[src/rtl/readout_pkg.sv]
// Shared types and default sizing for the pixel readout sequencer.
package readout_pkg;

    typedef enum logic {
        IDLE  = 1'b0,
        SHIFT = 1'b1
    } readout_state_t;

    localparam int READOUT_LENGTH = 4;
    localparam int READOUT_BITS   = 4;

endpackage

[src/rtl/readout_shift_buffer.sv]
// Parallel-load word buffer that unloads toward word 0, zero-filling the top.
module readout_shift_buffer
    import readout_pkg::*;
#(
    parameter int LENGTH = READOUT_LENGTH,
    parameter int BITS   = READOUT_BITS
) (
    input  logic                   clk,
    input  logic                   reset,
    input  logic                   load,
    input  logic                   shift,
    input  logic                   clear,
    input  logic [LENGTH*BITS-1:0] in_data,
    output logic [BITS-1:0]        head
);

    logic [LENGTH-1:0][BITS-1:0] mem_q;

    // Storage update; a flush wins over a new load, a load wins over a shift.
    always_ff @(posedge clk or negedge reset) begin
        if (!reset) begin
            mem_q <= '0;
        end else if (clear) begin
            mem_q <= '0;
        end else if (load) begin
            mem_q <= in_data;
        end else if (shift) begin
            mem_q <= {{BITS{1'b0}}, mem_q[LENGTH-1:1]};
        end
    end

    assign head = mem_q[0];

endmodule

[src/rtl/readout_sequencer.sv]
// Frame sequencer: accepts a whole frame in parallel, streams it out word 0 first.
module readout_sequencer
    import readout_pkg::*;
#(
    parameter int LENGTH  = READOUT_LENGTH,
    parameter int BITS    = READOUT_BITS,
    parameter int FRAME_W = 8
) (
    input  logic                   clk,
    input  logic                   reset,
    input  logic                   in_valid,
    output logic                   in_ready,
    input  logic [LENGTH*BITS-1:0] in_data,
    output logic                   out_valid,
    input  logic                   out_ready,
    output logic [BITS-1:0]        out_data,
    output logic                   out_last,
    input  logic                   abort,
    output logic                   busy,
    output logic [FRAME_W-1:0]     frame_count
);

    localparam int IDX_W = $clog2(LENGTH);

    readout_state_t     state_q, state_d;
    logic [IDX_W-1:0]   idx_q, idx_d;
    logic [FRAME_W-1:0] fc_q, fc_d;
    logic               load, shift, clear;
    logic               at_last;
    logic [BITS-1:0]    head;

    assign at_last = (idx_q == IDX_W'(LENGTH - 1));

    // State, word index and delivered-frame counter.
    always_ff @(posedge clk or negedge reset) begin
        if (!reset) begin
            state_q <= IDLE;
            idx_q   <= '0;
            fc_q    <= '0;
        end else begin
            state_q <= state_d;
            idx_q   <= idx_d;
            fc_q    <= fc_d;
        end
    end

    // Next state and buffer control; abort overrides any concurrent transfer.
    always_comb begin
        state_d = state_q;
        idx_d   = idx_q;
        fc_d    = fc_q;
        load    = 1'b0;
        shift   = 1'b0;
        clear   = 1'b0;
        case (state_q)
            IDLE: begin
                if (in_valid && !abort) begin
                    load    = 1'b1;
                    idx_d   = '0;
                    state_d = SHIFT;
                end
            end
            SHIFT: begin
                if (abort) begin
                    clear   = 1'b1;
                    idx_d   = '0;
                    state_d = IDLE;
                end else if (out_ready) begin
                    shift = 1'b1;
                    if (at_last) begin
                        idx_d   = '0;
                        state_d = IDLE;
                        fc_d    = fc_q + FRAME_W'(1);
                    end else begin
                        idx_d = idx_q + IDX_W'(1);
                    end
                end
            end
            default: state_d = IDLE;
        endcase
    end

    readout_shift_buffer #(
        .LENGTH (LENGTH),
        .BITS   (BITS)
    ) u_buf (
        .clk     (clk),
        .reset   (reset),
        .load    (load),
        .shift   (shift),
        .clear   (clear),
        .in_data (in_data),
        .head    (head)
    );

    assign in_ready    = (state_q == IDLE) && !abort;
    assign out_valid   = (state_q == SHIFT);
    assign busy        = (state_q == SHIFT);
    assign out_last    = (state_q == SHIFT) && at_last;
    assign out_data    = (state_q == SHIFT) ? head : '0;
    assign frame_count = fc_q;

endmodule
[config.mk]
export PLATFORM = sky130hd
export DESIGN_NAME = readout_sequencer
export DESIGN_NICKNAME = d
export VERILOG_FILES = /design/src/rtl/readout_pkg.sv /design/src/rtl/readout_shift_buffer.sv /design/src/rtl/readout_sequencer.sv
export SDC_FILE = /design/constraint.sdc
export NUM_CORES = 1
export LEC_CHECK = 0
export ABC_AREA = 1
export CAP_MARGIN = 10
export CELL_PAD_IN_SITES_DETAIL_PLACEMENT = 0
export CELL_PAD_IN_SITES_GLOBAL_PLACEMENT = 1
export CORE_MARGIN = 1
export CORE_UTILIZATION = 35
export DETAILED_ROUTE_END_ITERATION = 16
export PLACE_DENSITY = 0.77
export SLEW_MARGIN = 5
export SYNTH_ARGS = -nofsm -noshare
export SYNTH_HDL_FRONTEND = slang
export SYNTH_HIERARCHICAL = 1
export SYNTH_SLANG_ARGS = --single-unit
[constraint.sdc]
create_clock -name clk -period 1.88 [get_ports clk]
set_input_delay 0.376 -clock clk [delete_from_list [all_inputs] [get_ports clk]]
set_output_delay 0.376 -clock clk [all_outputs]
set_load 0.01 [all_outputs]
==> impl_metrics.json <==
{
  "outcome": "complete, no violations",
  "power_per_cell_area_nw_per_um2": 699,
  "r2r_setup_slack_ns": 0.36,
  "grt_antenna_before_repair": 0,
  "rsz0062_at_grt": "false",
  "die_area_um2": 4660,
  "finalInstanceArea_um2": 2020,
  "synth_compound_area_share_pct": 0.976,
  "clock_sinks": 27,
  "vias": 1267,
  "clock_skew_ns": 0.0107,
  "r2r_start": "busy",
  "dr.first_iter.drc_count": 107,
  "clk_pin_slew_ns": 0.09,
  "io_pins": 37,
  "grt_usage_pct": 14.5,
  "crit_path_end": "in_ready",
  "max-cap-violations": 0,
  "ys_seq_area_share_pct": 43.9,
  "ant_nets": 0,
  "min_period_over_period_pct": 94.5,
  "die_h_um": 68.3,
  "power_leakage_nw": 1.12,
  "layout_commonest_cell": "nand2_1",
  "cts_buffers": 3,
  "synth_fa_ha_area_share_pct": 1.63,
  "synthDistinctLibCells": 18,
  "cts-root-buf": "clkbuf_8",
  "syn_area_per_cell_um2": 7.57,
  "yosys.area_share.xor_xnor_pct": 2.28,
  "critPathKind": "reg2out",
  "clkPwrFrac_pct": 23.1,
  "pwr-share-seq_pct": 50.4,
  "combPwrFrac_pct": 26.5,
  "place_area_um2": 1940,
  "slew_headroom_pct": 76.3,
  "n_antenna_cell": 0,
  "worst_r2r_endpoint": "u_buf/mem_q[7]",
  "post_drt_wl_per_cell_um": 10.0,
  "netlist_area_um2": 1540,
  "switching_power_mw": 0.405,
  "gp_congestion": 0.681,
  "grt_pass1_wl_um": 4950,
  "critPathMaxFanout": 7,
  "yosys_warnings": 6,
  "holdWs_ns": 0.460,
  "min_period_ns": 1.78,
  "drc": 0,
  "synth.area.mux_share_pct": 0,
  "hold_path.class": "in2async",
  "firstDrtPassIters": 4,
  "final_util_pct": 49.0,
  "slew_violations": 0,
  "crit_start": "busy",
  "die_w_um": 68.3,
  "ys_ff_latch": 27,
  "netlist_instances": 203,
  "htreeDepth": 1,
  "synth_top_family_by_area": "simple AND/OR/NAND/NOR gates",
  "drive_gt1_share_pct": 10.0,
  "cts_tree": "yes",
  "via_per_inst": 4.37,
  "dp_hpwl_um": 2000,
  "final_cell_mix": "nand2_1, clkdlybuf4s50_1, dfrtp_1",
  "worstPathRequired_ns": 1.50,
  "p_int_mw": 1.00,
  "cp-end-kind": "output pin",
  "synth_nets": 226,
  "crit_arrival_ns": 1.40,
  "hold_viol": 0,
  "synth-simple-area-share_pct": 37.5,
  "final-setup-viol-count": 0,
  "hold_buffers": 0,
  "drt-total-wl_um": 2900,
  "max_clock_freq_ghz": 0.563,
  "r2r_cells": 9,
  "grt.overflow.total": 0,
  "port_buffers": 36,
  "initial_core_util_pct": 37.4,
  "worst_pin_slew_ns": 0.354,
  "worstSkewPairLatency_ns": 0.28,
  "finalNonFillerCells": 290,
  "cts_buffer_depth": 2,
  "area_delta_synth_final_pct": 31.2,
  "first_global_vias": 1154,
  "core_area_um2": 4120,
  "switching_share_pct": 28.7,
  "startpoint_type": "flip-flop",
  "vdd_ir_drop_max_v": 0.000337,
  "finish.net_count": 264,
  "row_count": 23,
  "grt_max_degree": 28,
  "dp_cells": 284
}
worst min path at each step:
stage	from	end	slack [ns]	depth (start not counted)
2_1_floorplan	reset	busy	0.08	0
3_3_place_gp	u_buf/mem_q[13]	u_buf/mem_q[13]	0.49	2
3_5_place_dp	u_buf/mem_q[14]	u_buf/mem_q[14]	0.49	2
4_1_cts	reset	u_buf/mem_q[14]	0.47	2
5_1_grt	reset	u_buf/mem_q[14]	0.49	2
6_report	reset	u_buf/mem_q[14]	0.46	2
timing repair:
| item | in CTS | in global routing |
|---|---|---|
| pin swaps | 0 | 0 |
| resized for setup | 2 | 2 |
| endpoints found under the setup margin | 8 | 6 |
| setup buffers | 0 | 2 |
layer usage:
metal | vias to the layer above | track usage [%] | routed length (µm)
li1 | 689 | - | -
met1 | 545 | 18.4 | 1490
met2 | 31 | 23.0 | 1240
met3 | 2 | 3.50 | 125
met4 | 0 | 6.25 | 43
met5 | - | 0 | 0
power groups by stage:
stage / sequential, mW / clock, mW / combinational [mW]
6_report: 0.710 / 0.325 / 0.374
5_1_grt: 0.721 / 0.369 / 0.418
4_1_cts: 0.713 / 0.342 / 0.361
3_5_place_dp: 0.723 / 0 / 0.359
3_3_place_gp: 0.723 / 0 / 0.357
2_1_floorplan: 0.714 / 0 / 0.234
cell families after synthesis:
| family | count (synthesis) |
|---|---|
| fa+ha+maj | 2 |
| flops | 27 |
| compound gates | 3 |
| xor+xnor | 4 |
| buf+inv | 36 |
| simple gates | 131 |
layout make-up:
| cell class | count | area, µm² |
|---|---|---|
| fill | 444 | 2100 |
| timing repair buffer | 47 | 494 |
| clock inverter | 1 | 5.00 |
| inverter | 22 | 82.6 |
| clock buffer | 3 | 41.3 |
| sequential | 27 | 677 |
| tap | 50 | 62.6 |
| multi-input combinational | 140 | 654 |
registers in the layout, summed over array words and instances (netlist names):
register,count
u_buf/head,4
idx_q,2
busy,1
frame_count,8
u_buf/mem_q,12
worst max-delay path, stage by stage (launching register included):
cell and delay, ns:
dfrtp_2 0.48, nor2_4 0.12, clkdlybuf4s50_1 0.53
through the flow:
stage | TNS (ns) | power [mW] | setup WS, ns
after global placement | 0 | 1.08 | 0.00260
after floorplan | 0 | 0.948 | 0.418
final | 0 | 1.41 | 0.104
after CTS | 0 | 1.42 | 0.0198
after detailed placement | -0.0211 | 1.08 | -0.0211
after global routing | 0 | 1.51 | 0.0137
Yosys cell counts:
cell	n	share of area, %
buf_4	7	3.4
nand2_1	92	22
xnor2_1	2	1.1
a21oi_1	1	0.33
dfrtp_1	27	44
nor2_1	6	1.5
inv_1	20	4.9
nor2_8	1	1.3
xor2_1	2	1.1
nor2_4	3	2.2
inv_2	2	0.49
buf_6	6	4.4
nand4_1	3	1.2
nand3_1	25	8.1
clkbuf_4	1	0.49
nand2_4	1	0.73
ha_1	2	1.6
o21ai_0	2	0.65
Power figures use the tool's default switching activity.
